`src/rtl/uart_tx_pkg.sv`:
```
// uart_tx_pkg: shared FSM state type and frame constants for the console UART transmitter
package uart_tx_pkg;
  typedef enum logic [2:0] {IDLE, START, DATA, PARITY, STOP} state_e;
  localparam int UART_DATA_BITS = 8;
  localparam logic TX_IDLE_LEVEL = 1'b1;
endpackage

```
`src/rtl/sync_fifo.sv`:
```
// sync_fifo: single-clock FIFO with wrap-bit pointers; a push while full is taken only alongside a pop
module sync_fifo #(
  parameter int WIDTH = 8,
  parameter int DEPTH = 8
) (
  input  logic             clk,
  input  logic             resetn,
  input  logic             push_i,
  input  logic [WIDTH-1:0] data_i,
  input  logic             pop_i,
  output logic [WIDTH-1:0] data_o,
  output logic             full_o,
  output logic             empty_o
);
  localparam int AW = $clog2(DEPTH);
  logic [WIDTH-1:0] mem_q [DEPTH];
  logic [AW:0] wptr_q, rptr_q;
  logic wr, rd;
  assign full_o = (wptr_q[AW] != rptr_q[AW]) && (wptr_q[AW-1:0] == rptr_q[AW-1:0]);
  assign empty_o = wptr_q == rptr_q;
  assign wr = push_i & (~full_o | pop_i);
  assign rd = pop_i & ~empty_o;
  assign data_o = mem_q[rptr_q[AW-1:0]];
  // pointer advance; the extra MSB tells full from empty
  always_ff @(posedge clk) begin
    if (!resetn) begin
      wptr_q <= '0;
      rptr_q <= '0;
    end else begin
      if (wr) wptr_q <= wptr_q + 1'b1;
      if (rd) rptr_q <= rptr_q + 1'b1;
    end
  end
  // storage write; head is read combinationally so a same-cycle pop sees the old entry
  always_ff @(posedge clk) begin
    if (wr) mem_q[wptr_q[AW-1:0]] <= data_i;
  end
endmodule

```
`src/rtl/out_byte_uart_tx.sv`:
```
// out_byte_uart_tx: buffers console bytes and serialises them as 8N1 frames (8E1 when UART_TX_PARITY_EN is defined)
module out_byte_uart_tx
  import uart_tx_pkg::*;
#(
  parameter int CLK_DIV = 104,
  parameter int FIFO_DEPTH = 8
) (
  input  logic       clk,
  input  logic       resetn,
  input  logic [7:0] in_byte,
  input  logic       in_byte_en,
  output logic       tx,
  output logic       busy,
  output logic       fifo_full,
  output logic [7:0] drop_count
);
  localparam int BW = $clog2(CLK_DIV);
`ifdef UART_TX_PARITY_EN
  localparam state_e AFTER_DATA = PARITY;
`else
  localparam state_e AFTER_DATA = STOP;
`endif
  state_e state_q, state_d;
  logic [BW-1:0] baud_q, baud_d;
  logic [2:0] bit_q, bit_d;
  logic [7:0] sh_q, sh_d, drop_q, drop_d, f_data;
  logic tx_q, tx_d, busy_q, busy_d;
  logic f_full, f_empty, pop, push_ok, baud_end, par_bit;
  assign baud_end = baud_q == BW'(CLK_DIV - 1);
  assign pop = ~f_empty & ((state_q == IDLE) | (state_q == STOP & baud_end));
  assign push_ok = in_byte_en & (~f_full | pop);
  assign tx = tx_q;
  assign busy = busy_q;
  assign fifo_full = f_full;
  assign drop_count = drop_q;
  sync_fifo #(.WIDTH(8), .DEPTH(FIFO_DEPTH)) u_fifo (
    .clk(clk),
    .resetn(resetn),
    .push_i(in_byte_en),
    .data_i(in_byte),
    .pop_i(pop),
    .data_o(f_data),
    .full_o(f_full),
    .empty_o(f_empty)
  );
`ifdef UART_TX_PARITY_EN
  logic par_q;
  // even parity of the byte being sent, captured as it leaves the FIFO
  always_ff @(posedge clk) begin
    if (!resetn) par_q <= 1'b0;
    else if (pop) par_q <= ^f_data;
  end
  assign par_bit = par_q;
`else
  assign par_bit = 1'b0;
`endif
  // frame sequencing, bit/baud counting, shifting, drop accounting and registered outputs
  always_comb begin
    state_d = state_q;
    bit_d = bit_q;
    sh_d = sh_q;
    case (state_q)
      IDLE:    if (!f_empty) state_d = START;
      START:   if (baud_end) state_d = DATA;
      DATA: if (baud_end) begin
        bit_d = bit_q + 3'd1;
        sh_d = sh_q >> 1;
        if (bit_q == 3'(UART_DATA_BITS - 1)) state_d = AFTER_DATA;
      end
      PARITY:  if (baud_end) state_d = STOP;
      STOP:    if (baud_end) state_d = f_empty ? IDLE : START;
      default: state_d = IDLE;
    endcase
    if (pop) sh_d = f_data;
    baud_d = (state_d != state_q || state_q == IDLE || baud_end) ? '0 : baud_q + 1'b1;
    tx_d = state_d == START ? 1'b0 : state_d == DATA ? sh_d[0] : state_d == PARITY ? par_bit : TX_IDLE_LEVEL;
    busy_d = (state_d != IDLE) | ~f_empty | push_ok;
    drop_d = (in_byte_en & f_full & ~pop & drop_q != 8'hFF) ? drop_q + 8'd1 : drop_q;
  end
  // state register; reset aborts any frame in flight and returns the line to idle
  always_ff @(posedge clk) begin
    if (!resetn) begin
      state_q <= IDLE;
      baud_q <= '0;
      bit_q <= '0;
      sh_q <= '0;
      drop_q <= '0;
      tx_q <= TX_IDLE_LEVEL;
      busy_q <= 1'b0;
    end else begin
      state_q <= state_d;
      baud_q <= baud_d;
      bit_q <= bit_d;
      sh_q <= sh_d;
      drop_q <= drop_d;
      tx_q <= tx_d;
      busy_q <= busy_d;
    end
  end
endmodule

```
`config.mk`:
```
export PLATFORM = sky130hd
export DESIGN_NAME = out_byte_uart_tx
export DESIGN_NICKNAME = d
export VERILOG_FILES = /design/src/rtl/uart_tx_pkg.sv /design/src/rtl/sync_fifo.sv /design/src/rtl/out_byte_uart_tx.sv
export SDC_FILE = /design/constraint.sdc
export NUM_CORES = 1
export LEC_CHECK = 0
export ABC_CLOCK_PERIOD_IN_PS = 4000
export CAP_MARGIN = 20
export CORE_AREA = 10 10 99 101
export DETAILED_ROUTE_END_ITERATION = 10
export DIE_AREA = 0 0 109 111
export PLACE_DENSITY = 0.75
export SYNTH_ARGS = -nofsm -noshare
export SYNTH_HDL_FRONTEND = slang
export SYNTH_SLANG_ARGS = --single-unit
```
`constraint.sdc`:
```
create_clock -name clk -period 4 [get_ports clk]
set_input_delay 1.2 -clock clk [delete_from_list [all_inputs] [get_ports clk]]
set_output_delay 1.2 -clock clk [all_outputs]
set_load 0.05 [all_outputs]
```
Word level (Yosys, flattened, before mapping)
Memories as Yosys holds them, arrays and structs flattened. A register that Yosys moved wholly into a read port is not among the register bits.
Index checks and enable logic that the tools add are counted.
{"block": "totals", "in_bits": 11, "ramBits": 64, "wordCells": 73, "output_inout_bits": 11, "register_bits": 39, "mem_count": 1}
{"name": "u_fifo.mem_q", "words": 8, "word_bits": 8, "rd": 1, "rd_clocked_by_memory_dff": 1, "write_ports": 1, "line": "sync_fifo.sv:16", "rtl": "logic [WIDTH-1:0] mem_q [DEPTH];"}
{"block": "op_classes", "n_mux": 18, "n_eq_ne": 14, "n_bitwise": 15, "addsub": 5, "n_reduce_logical": 10}
{"operator": "$mux 3", "count": 8}
{"operator": "$mux 8", "count": 3}
{"operator": "$pmux 3 s5", "count": 1}
{"operator": "$eq 3x2->1 const B", "count": 4}
{"operator": "$add 4x1->4 const B", "count": 2}
{"operator": "$add 8x1->8 const B", "count": 1}
{"operator": "$ne 8x8->1 const B", "count": 1}
{"operator": "$add 7x1->7 const B", "count": 1}
{"operator": "$and 1x1->1", "count": 7}
{"operator": "$eq 7x7->1 const B", "count": 1}
{"operator": "$eq 3x1->1 const B", "count": 2}
{"operator": "$eq 3x3->1 const B", "count": 2}
{"operator": "$mux 1", "count": 6}
{"operator": "$eq 4x4->1", "count": 1}
{"operator": "$not 1->1", "count": 4}
{"operator": "$or 1x1->1", "count": 4}
{"operator": "$reduce_and 2->1", "count": 2}
{"operator": "$reduce_bool 2->1", "count": 2}
{"operator": "$add 3x1->3 const B", "count": 1}
{"operator": "$eq 3x3->1", "count": 1}
{"operator": "$logic_not 3->1", "count": 1}
{"operator": "$ne 3x3->1", "count": 1}
{"operator": "$reduce_bool 3->1", "count": 1}
{"operator": "$logic_or 1x1->1", "count": 2}
{"operator": "other kinds (3)", "count": 3}

Depth between registers and ports, before layout
{"block": "logic_depth", "depth_word": 8, "mapped_depth": 9, "mapped_depth_nobuf": 6}

Hierarchy
Synthesis repeated with hierarchy kept, for this count alone.
{"block": "unflattened", "cells_unflattened": 316, "area_unflattened_um2": 4370.4}
{"mod": "sync_fifo", "area_each_um2": 2989.1, "n_inst": 1, "cells_each": 164, "seq_area_each_um2": 2142.1}
{"mod": "out_byte_uart_tx", "area_each_um2": 1381.3, "n_inst": 1, "cells_each": 152, "seq_area_each_um2": 620.6}

Worst setup path before layout
OpenSTA, ideal clock, no wires.
{"block": "synth_timing", "path_type": "register -> register", "startpoint": "register baud_q[0]", "endpoint": "memory u_fifo.mem_q[0][0] (enable)", "arrival_ps": 2319, "period_less_slack_ps": 2714, "setup_slack_ps": 1286, "setup_time_ps": 395, "n_path_buf": 1, "required_time_ps": 3605, "path_stages_with_launch": 7, "path_cell_list": "dfxtp_1 ha_1 and4b_2 a41o_1 clkbuf_1 o21ai_1 nor4_1"}
{"block": "synth_via", "elab_chain_cells": 8}
{"item": "from (decl)", "line": "out_byte_uart_tx.sv:24", "rtl": "logic [BW-1:0] baud_q, baud_d;"}
{"item": "from (signal assigned)", "line": "out_byte_uart_tx.sv:92", "rtl": "baud_q <= baud_d;"}
{"item": "$eq 7x7->1", "line": "out_byte_uart_tx.sv:29", "rtl": "assign baud_end = baud_q == BW'(CLK_DIV - 1);"}
{"item": "$and 1x1->1", "line": "out_byte_uart_tx.sv:30", "rtl": "assign pop = ~f_empty & ((state_q == IDLE) | (state_q == STOP & baud_end));"}
{"item": "$or 1x1->1", "line": "out_byte_uart_tx.sv:30"}
{"item": "$and 1x1->1", "line": "out_byte_uart_tx.sv:30"}
{"item": "$or 1x1->1", "line": "sync_fifo.sv:21", "rtl": "assign wr = push_i & (~full_o | pop_i);"}
{"item": "$and 1x1->1", "line": "sync_fifo.sv:21"}
{"item": "$mux 1", "line": "sync_fifo.sv:36", "rtl": "if (wr) mem_q[wptr_q[AW-1:0]] <= data_i;"}
{"item": "$mux 1 (not written as such)", "line": "sync_fifo.sv:36"}
{"item": "to (decl)", "line": "sync_fifo.sv:16"}
Every way passes these cells.

Worst setup path after layout
{"block": "layout_timing", "startpoint": "register u_fifo.wptr_q[0]", "endpoint": "output port fifo_full"}
{"block": "layout_via", "elab_chain_cells": 2}
{"item": "from (decl)", "line": "sync_fifo.sv:17", "rtl": "logic [AW:0] wptr_q, rptr_q;"}
{"item": "from (signal assigned)", "line": "sync_fifo.sv:30", "rtl": "if (wr) wptr_q <= wptr_q + 1'b1;"}
{"item": "$eq 3x3->1", "line": "sync_fifo.sv:19", "rtl": "assign full_o = (wptr_q[AW] != rptr_q[AW]) && (wptr_q[AW-1:0] == rptr_q[AW-1:0]);"}
{"item": "$logic_and 1x1->1", "line": "sync_fifo.sv:19"}
{"item": "to (decl)", "line": "out_byte_uart_tx.sv:14", "rtl": "output logic fifo_full,"}
Every way passes these cells.

==> flow_summary_export.csv <==
group,metric,value,unit
status,status,"finished, final reports clean",
clock_network,cts_htree_levels,3,
worst_setup_path,crit_path_max_fanout,8,
synthesis,syn_inst,308,
synthesis,ys_seq_area_share,62.8,%
worst_setup_path,rr_endpoint,"sh_q[0]$_SDFF_PN0_",
worst_setup_path,path_cells,"xnor2_1 -> nand4_1 -> inv_1 -> clkdlybuf4s50_1",
place,port_buffers,21,
drt,post-route-drc-count,0,
global_route,grt_max_degree,24,
finish,layout_commonest_cell,"edfxtp_1",
worst_setup_path,cp_slowest_stage_delay,0.81,ns
power,peakVddDrop,0.334,mV
floorplan,die_w,109,um
global_route,grt_pass1_wl,12.7,mm
floorplan,dieArea,12100,um2
clock_network,path_clk_slew,0.12,ns
floorplan,ios,22,
clock_network,cts_tree,"yes",
worst_setup_path,path_buf_inv,2,
drt,drt-initial-drc-count,151,
drt,routedWlPerCell,17.1,um
hold_path,hold_path.class,"flop to flop",
flow_run,cap_violations,0,
drt,drt_pass1_iterations,4,
sta,setup_viol,0,
finish,finalNetCount,352,
power,leakagePower,1.66,nW
synthesis,avgSynthCellArea,14.3,um2
worst_setup_path,crit_slowest_cell,"clkdlybuf4s50_1",
worst_setup_path,endpoint_kind,"output port",
global_route,grt_overflow_total,0,
synthesis,synthFlopType,"edfxtp_1",
sta,rsz0062_at_grt,"no",
sta,fin_skew,0.0188,ns
finish,drive_gt1_share,18.5,%
clock_network,cts_buffers,9,
worst_setup_path,start_kind,"flop",
floorplan,start_util,55.2,%
floorplan,dieHeight,111,um
sta,tightest_slew,0.777,ns
worst_setup_path,cp_num_cells,4,
drt,wl,7.61,mm
floorplan,num_rows,33,
global_route,antenna_found_initial,0,
clock_network,cts_resized,0,
sta,relSlewSlack,48.1,%
clock_network,clock-sinks,106,
sta,period_minus_slack,3.49,ns
synthesis,synth_cell_types,48,
clock_network,cts_setup_buffers,0,
synthesis,syn_nets,325,
global_route,first_global_vias,2479,
drt,viasPerCell,5.59,
clock_network,cts-root-buf,"clkbuf_8",
worst_setup_path,reg2reg_slack,1.47,ns
synthesis,synth_edf_count,64,
worst_setup_path,crit_start,"u_fifo.wptr_q[0]$_SDFFE_PN0P_",
finish,antenna_cells,0,
sta,max_freq,0.287,GHz
sta,finalCritPeriodShare,87.2,%
global_route,grtUsageTotal,13.4,%
place,place.gp.congestion,0.787,
clock_network,clock_latency,0.37,ns
sta,finalHoldViolCount,0,
place,dp_hpwl,5.20,mm
worst_setup_path,path_class,"flop to output port",
clock_network,clockBufferDepth,2,
sta,slew_violations,0,
synthesis,async_reset_ff_share,0,%
worst_setup_path,ff2ff_path_depth,6,
clock_network,postCtsHoldBufs,0,
synthesis,synthesis.area,4400,um2
worst_setup_path,r2r_start,"baud_q[0]$_SDFF_PP0_",
finish,post-route-util,61.8,%
worst_setup_path,path_delay_family,"buffers and inverters",
synthesis,ys_seq_elements,106,
worst_setup_path,crit_end,"fifo_full",
worst_setup_path,required,2.80,ns
power,power.density,507,nW/um2
drt,vias,2486,
finish,area_growth,12.0,%
synthesis,yosys_warnings,0,
floorplan,placeableCoreArea,7970,um2
sta,tns,0,ns
drt,antenna_left,0,
worst_setup_path,arrival,2.29,ns
finish,layout_common_cells,"edfxtp_1 (64), dfxtp_1 (42), nor2_1 (30)",
[cells in the mapped netlist (all sizes together) (4+ instances only)]
master	count	area share, %
a21oi	5	0.57
and3	8	1.3
buf	5	1.3
clkbuf	8	0.68
dfxtp	42	19
edfxtp	64	44
ha	6	1.7
inv	15	1.3
mux2i	13	3.0
mux4	16	8.2
nand2	6	0.51
nand2b	4	0.57
nand3	12	1.5
nor2	30	2.6
nor3	8	0.91
nor4	6	1.0
o21a	7	1.2
o22ai	6	1.7
xnor2	12	2.4
xor2	7	1.4
[through the flow]
step | total power [mW] | instances | setup slack (ns) | instance area [um2] | hold WS [ns]
2_1_floorplan | 1.73 | 308 | 1.29 | 4400 | 0.418
3_3_place_gp | 1.84 | 429 | 0.950 | 4710 | 0.431
3_5_place_dp | 1.85 | 429 | 0.916 | 4710 | 0.440
4_1_cts | 2.52 | 445 | 0.482 | 4920 | 0.466
5_1_grt | 2.62 | 445 | 0.339 | 4920 | 0.482
6_report | 2.49 | 445 | 0.512 | 4920 | 0.463
[state kept, by name, indices dropped and copies added, names as in the netlist, named ones only]
| name | cells |
|---|---|
| sh_q | 8 |
| state_q | 3 |
| busy | 1 |
| bit_q | 3 |
| tx | 1 |
| u_fifo.mem_q | 64 |
| u_fifo.rptr_q | 4 |
| u_fifo.wptr_q | 4 |
| baud_q | 7 |
| drop_count | 8 |
[layout make-up]
class	instances	area, um2
well taps	105	131
clock inverters	7	93.8
flip-flops and latches	106	2760
multi-input cells	172	1470
fillers	608	3050
inverters	15	56.3
repair buffers	31	285
clock buffers	9	124
[logic make-up after synthesis]
group,count (synthesis),share of synthesized area (%)
AND/OR/NAND/NOR,85,10.5
buffers and inverters,30,3.73
flip-flops,106,62.8
AO/OA/AOI/OAI,32,6.06
multiplexers,30,11.4
XOR/XNOR,19,3.78
adder cells (fa/ha/maj),6,1.71
[report_power, final]
part           switching (mW)  total (mW)  leakage (nW)  internal (mW)
clock                   0.414       0.674         0.108          0.259
sequential             0.0625        1.30         0.923           1.24
combinational           0.271       0.523         0.633          0.251
[how the worst min path moves through the flow]
stage	startpoint	depth (start not counted)	slack, ns	end
2_1_floorplan	baud_q[0]$_SDFF_PP0_	1	0.42	baud_q[0]$_SDFF_PP0_
3_3_place_gp	baud_q[0]$_SDFF_PP0_	1	0.43	baud_q[0]$_SDFF_PP0_
3_5_place_dp	baud_q[0]$_SDFF_PP0_	1	0.44	baud_q[0]$_SDFF_PP0_
4_1_cts	baud_q[0]$_SDFF_PP0_	1	0.47	baud_q[0]$_SDFF_PP0_
5_1_grt	baud_q[0]$_SDFF_PP0_	1	0.48	baud_q[0]$_SDFF_PP0_
6_report	baud_q[0]$_SDFF_PP0_	1	0.46	baud_q[0]$_SDFF_PP0_
[routing by layer]
metal	part of all wire, %	wire, um	vias to the layer above	global-route usage (%)
met3	3.6	277	6	3.26
met2	51	3870	44	21.6
met4	0.88	67	0	3.43
met1	45	3400	1233	17.5
li1	-	-	1203	-
met5	0	0	-	0
(Power assumes the default switching activity.)
